### src/rtl/tuple_serializer_if.sv
// tuple_serializer_if: tuple input channel and serial beat output channel
interface tuple_serializer_if;
  logic I_x;
  logic I_y;
  logic I_valid;
  logic I_ready;
  logic O;
  logic O_valid;
  logic O_ready;
  logic O_last;
  modport slave (
    input  I_x, I_y, I_valid, O_ready,
    output I_ready, O, O_valid, O_last
  );
  modport master (
    output I_x, I_y, I_valid, O_ready,
    input  I_ready, O, O_valid, O_last
  );
endinterface

### src/rtl/tuple_serializer.sv
// tuple_serializer: 2-entry tuple FIFO sent as serial beats x, y (plus x^y when TUPLE_SERIALIZER_PARITY_EN is defined)
module tuple_serializer (
  input logic           CLK,
  input logic           RESET,
  tuple_serializer_if.slave bus
);
`ifdef TUPLE_SERIALIZER_PARITY_EN
  typedef enum logic [1:0] {BEAT_X, BEAT_Y, BEAT_P} beat_t;
`else
  typedef enum logic {BEAT_X, BEAT_Y} beat_t;
`endif
  beat_t      state, state_nxt;
  logic [1:0] mem [2];
  logic       wr_ptr, rd_ptr;
  logic [1:0] count;
  logic [1:0] head;
  logic       i_ready, o_valid, push, fire, last, pop, o_bit;
  assign head    = mem[rd_ptr];
  assign i_ready = (count < 2'd2) && !RESET;
  assign o_valid = (count != 2'd0) && !RESET;
  assign push    = bus.I_valid && i_ready;
  assign fire    = o_valid && bus.O_ready;
  assign pop     = fire && last;
`ifdef TUPLE_SERIALIZER_PARITY_EN
  assign last  = state == BEAT_P;
  assign o_bit = state == BEAT_X ? head[1] : state == BEAT_Y ? head[0] : ^head;
  always_comb begin
    state_nxt = state;
    if (fire)
      state_nxt = state == BEAT_X ? BEAT_Y : state == BEAT_Y ? BEAT_P : BEAT_X;
  end
`else
  assign last  = state == BEAT_Y;
  assign o_bit = state == BEAT_X ? head[1] : head[0];
  always_comb begin
    state_nxt = state;
    if (fire)
      state_nxt = state == BEAT_X ? BEAT_Y : BEAT_X;
  end
`endif
  assign bus.I_ready = i_ready;
  assign bus.O_valid = o_valid;
  assign bus.O       = o_valid && o_bit;
  assign bus.O_last  = o_valid && last;
  // payload storage needs no reset; count gates every read
  always_ff @(posedge CLK)
    if (push) mem[wr_ptr] <= {bus.I_x, bus.I_y};
  always_ff @(posedge CLK) begin
    if (RESET) begin
      state  <= BEAT_X;
      wr_ptr <= 1'b0;
      rd_ptr <= 1'b0;
      count  <= 2'd0;
    end else begin
      state  <= state_nxt;
      wr_ptr <= wr_ptr ^ push;
      rd_ptr <= rd_ptr ^ pop;
      count  <= count + 2'(push) - 2'(pop);
    end
  end
endmodule

### src/flat_wrapper.sv
// flat-port wrapper written by rule: the top's interface ports become plain ports
module tuple_serializer_flat 
  (CLK, RESET, bus_I_x, bus_I_y, bus_I_valid, bus_O_ready, bus_I_ready, bus_O, bus_O_valid, bus_O_last);
  tuple_serializer_if bus_i ();
  input logic CLK;
  input logic RESET;
  input wire logic [$bits(bus_i.I_x)-1:0] bus_I_x;
  input wire logic [$bits(bus_i.I_y)-1:0] bus_I_y;
  input wire logic [$bits(bus_i.I_valid)-1:0] bus_I_valid;
  input wire logic [$bits(bus_i.O_ready)-1:0] bus_O_ready;
  output wire logic [$bits(bus_i.I_ready)-1:0] bus_I_ready;
  output wire logic [$bits(bus_i.O)-1:0] bus_O;
  output wire logic [$bits(bus_i.O_valid)-1:0] bus_O_valid;
  output wire logic [$bits(bus_i.O_last)-1:0] bus_O_last;
  assign bus_i.I_x = bus_I_x;
  assign bus_i.I_y = bus_I_y;
  assign bus_i.I_valid = bus_I_valid;
  assign bus_i.O_ready = bus_O_ready;
  assign bus_I_ready = bus_i.I_ready;
  assign bus_O = bus_i.O;
  assign bus_O_valid = bus_i.O_valid;
  assign bus_O_last = bus_i.O_last;
  tuple_serializer u_core (.CLK(CLK), .RESET(RESET), .bus(bus_i));
endmodule
### config.mk
export PLATFORM = sky130hd
export DESIGN_NAME = tuple_serializer_flat
export DESIGN_NICKNAME = d
export VERILOG_FILES = /design/src/rtl/tuple_serializer_if.sv /design/src/rtl/tuple_serializer.sv /design/src/flat_wrapper.sv
export SDC_FILE = /design/constraint.sdc
export NUM_CORES = 1
export LEC_CHECK = 0
export ABC_AREA = 0
export CORE_AREA = 3 3 40 42
export DETAILED_ROUTE_END_ITERATION = 8
export DIE_AREA = 0 0 43 45
export PLACE_DENSITY_LB_ADDON = 0.1
export SYNTH_ARGS = -nofsm -noshare
export SYNTH_HDL_FRONTEND = slang
export SYNTH_SLANG_ARGS = --single-unit
export TNS_END_PERCENT = 20
### constraint.sdc
create_clock -name CLK -period 3.54 [get_ports CLK]
set_clock_uncertainty 0.15 [all_clocks]
set_input_delay 0.885 -clock CLK [delete_from_list [all_inputs] [get_ports CLK]]
set_output_delay 0.885 -clock CLK [all_outputs]
set_load 0.05 [all_outputs]
* Word level (Yosys, flattened, before mapping)
Memories as Yosys holds them, arrays and structs flattened. A register that Yosys moved wholly into a read port is not among the register bits.
Cells that the tools add are included.
** Operators by class
- $add $sub $neg :: 2
- Mux-type cells :: 5
- Reduce and logical (&&, ||, !) cells :: 9
- Bitwise operators :: 2
- Magnitude comparators :: 1
** Operator list (number)
- 1-bit logical AND :: 7
- 1-bit two-way mux :: 5
- 2-bit by 1-bit adder with 2-bit output :: 1
- 2-bit < comparator, second input constant :: 1
- 2-bit nonzero test :: 1
- 2-bit by 1-bit subtractor with 2-bit output :: 1
- 1-bit bitwise XOR :: 2
- 1-bit zero test :: 1
** Word-level totals
- Input bits :: 6
- Register bits after elaboration :: 5
- Memory bits (writable) :: 4
- Memories :: 1
- Logic and storage cells :: 24
- Output and inout port bits :: 4
** Memory list
- u_core.mem :: words 2, bits a word 2, rd ports 1, clocked after memory_dff 1, wr ports 1, line tuple_serializer.sv:13 : logic [1:0] mem [2];

* Longest topological paths before layout
- Depth in word-level cells :: 6
- Gate-level depth with buffers :: 8
- Depth with buffers taken out :: 8

* Worst setup path after synthesis
No wires, ideal clock.
- Path kind :: input to output
- Start point :: in RESET
- End point :: out bus_O
- Data required time :: 2.505 ns
- Path slack :: 0.706 ns
- Buffers on the path :: 0
- Cell stages on the path :: 2
- Data arrival time :: 1.799 ns
- Path through :: o21ba_2 -> and2_1
** On the way
- Word-level cells in the longest chain between the ends :: 3
** Ends and longest elaborated chain
- start, declared :: line flat_wrapper.sv:6 : input logic RESET;
- 1-bit zero test :: line tuple_serializer.sv:20 : assign o_valid = (count != 2'd0) && !RESET;
- 1-bit logical AND :: line tuple_serializer.sv:20
- 1-bit logical AND :: line tuple_serializer.sv:43 : assign bus.O = o_valid && o_bit;
- end, declared :: line flat_wrapper.sv:12 : output wire logic [$bits(bus_i.O)-1:0] bus_O;
No other way between the ends.

* Worst setup path in the final report
Ends and elaborated chain as after synthesis.

==> impl_metrics.env <==
export IMPL_total_leakage_power_nw=0.248
export IMPL_yosysTopAreaCellShare=0.290
export IMPL_fillers=126
export IMPL_clockRootBuffer="clkbuf_4"
export IMPL_grt_pass1_wl_mm=1.10
export IMPL_layout_setup_ws_ns=0.414
export IMPL_numCtsBuffers=3
export IMPL_hpwlAfterDp_um=501
export IMPL_dpl_cell_count=58
export IMPL_fin_area_um2=577
export IMPL_yosys_register_bits=9
export IMPL_port_buffers=9
export IMPL_endpoint_kind="output pin"
export IMPL_ioPinCount=10
export IMPL_clk_latency_ns=0.25
export IMPL_routed_wl_um=608
export IMPL_finalNetCount=58
export IMPL_netlist_top_cells_area="edfxtp_1 29%, dfxtp_1 24%, ha_1 12%, mux4_2 5.4%, and2_1 4.5%"
export IMPL_via_per_inst=4.35
export IMPL_fmax_mhz=320
export IMPL_startpoint_type="primary input"
export IMPL_cts_tree="yes"
export IMPL_period_needed_ns=3.13
export IMPL_rsz0062_at_grt="false"
export IMPL_grt_usage=0.0825
export IMPL_clockBufferDepth=2
export IMPL_finalNonFillerCells=62
export IMPL_netlist_instances=34
export IMPL_fin_crit_sh=0.883
export IMPL_use_met1=0.0796
export IMPL_final_cell_mix="5 x clkdlybuf4s50_1, 5 x dfxtp_1, 4 x nor2_1, 4 x ha_1, 4 x edfxtp_1"
export IMPL_area_growth_synth_to_final_pct=39.3
export IMPL_grtUsageMet3=0.0239
export IMPL_power_density_nw_per_um2=411
export IMPL_hold_path_class="flop to flop"
export IMPL_place_area_um2=551
export IMPL_grt_max_degree=8
export IMPL_fp_dieH_um=45
export IMPL_maxCapViolCount=0
export IMPL_gp_congestion=0.606
export IMPL_h_tree_depth=1
export IMPL_coreArea_um2=1280
export IMPL_cts_setup_buffers=0
export IMPL_cts_hold_fix_buffers=0
export IMPL_clkTransAtPathRegs_ns=0.06
export IMPL_met2_usage=0.135
export IMPL_slew_headroom=0.850
export IMPL_num_antenna_cells=0
export IMPL_criticalPathCategory="primary input to output pin"
export IMPL_tightest_slew_ns=0.225
export IMPL_setup_violations=0
export IMPL_netlist_area_um2=414
export IMPL_yosysWarnings=0
export IMPL_die_x_um=43
export IMPL_dieArea_um2=1940
export IMPL_path_max_fanout=7
export IMPL_drt_iter0_drc=0
export IMPL_yosys_area_top_type="edfxtp_1"
export IMPL_crit_required_ns=2.50
export IMPL_num_vias=270
export IMPL_yosysUniqueCellTypes=16
export IMPL_drcViolationCount=0
export IMPL_start_util=0.322
export IMPL_syn_area_per_cell_um2=12.2
export IMPL_synth_fp_nets=44
export IMPL_grt_pass1_vias=290
export IMPL_slew_viol_final=0
export IMPL_wl_per_cell_um=9.81
export IMPL_antenna_found_initial=0
export IMPL_peakVddDrop_uv=177
export IMPL_tns_ns=0
export IMPL_drtPass1Iterations=1
export IMPL_hold_violations=0
export IMPL_grt_ovfl_total=0
export IMPL_pre_cts_slack_ns=0.413
export IMPL_drive_above_1_share=0.191
export IMPL_cts_resized_gates=0
export IMPL_status="complete, no violations"
export IMPL_detail_route_antenna_nets=0
export IMPL_std_cell_rows=13
export IMPL_cts_sinks=9
export IMPL_hold_slack_ns=0.359
export IMPL_busiest_layer="met2"
export IMPL_arrival_ns=2.09
export IMPL_ys_seq_area_frac=0.532
registers in the layout (all words and copies together), names as in the netlist:
signal / count
u_core.count: 2
u_core.last: 1
u_core.mem: 4
u_core.rd_ptr: 1
u_core.wr_ptr: 1
routing by layer:
metal	wire length (um)	share of wire
met5	0	0
met4	10	0.016
met3	50	0.082
met2	283	0.47
met1	263	0.43
metrics by stage:
stage	utilization	total power, mW
after floorplan	-	0.144
after global placement	0.428	0.163
after detailed placement	0.428	0.164
after CTS	0.449	0.243
after global routing	0.449	0.251
final	0.449	0.237
critical path: stages:
cell and delay (ns):
clkdlybuf4s50_1 0.51, o21ba_2 0.36, and2_1 0.19, buf_12 0.14
area by class of cell:
type	count	area, um^2	area share
inverter	3	11.3	0.0195
multi-input combinational	22	183	0.317
sequential	9	220	0.382
timing repair buffer	9	118	0.204
clock buffer	4	26.3	0.0456
tap	15	18.8	0.0325
cells by family after synthesis:
group	after synthesis	share of synthesized area
multiplexers	2	0.0785
flip-flops	9	0.532
XOR/XNOR	3	0.0635
AND/OR/NAND/NOR	11	0.136
adder cells (fa/ha/maj)	4	0.121
buffers and inverters	3	0.0272
AO/OA/AOI/OAI	2	0.0423
synthesized netlist by cell type:
master and n:
nand2b_1 1, nor2_1 4, nor2b_1 1, and2_1 3
and3_1 1, mux4_2 1, o21ba_2 1, dfxtp_1 5
ha_1 4, mux2i_1 1, xor2_1 2, nand2_1 1
xnor2_1 1, inv_1 3, edfxtp_1 4, o211ai_1 1
path summary, 6_finish.rpt:
| path | slack [ns] | from | endpoint | cells past startpoint |
|---|---|---|---|---|
| setup / recovery | 0.41 | RESET | bus_O | 4 |
| hold / removal | 0.36 | u_core.last | u_core.last | 1 |
| setup reg to reg | 1.64 | u_core.count[1] | u_core.count[1] | 8 |
| hold reg to reg | 0.36 | u_core.last | u_core.last | 1 |
power by group:
part | total, mW | internal (mW) | switching [mW]
sequential | 0.119 | 0.115 | 0.00419
combinational | 0.0416 | 0.0214 | 0.0203
clock | 0.0767 | 0.0433 | 0.0334
total | 0.237 | 0.179 | 0.0579
Power figures use the tool's default switching activity.
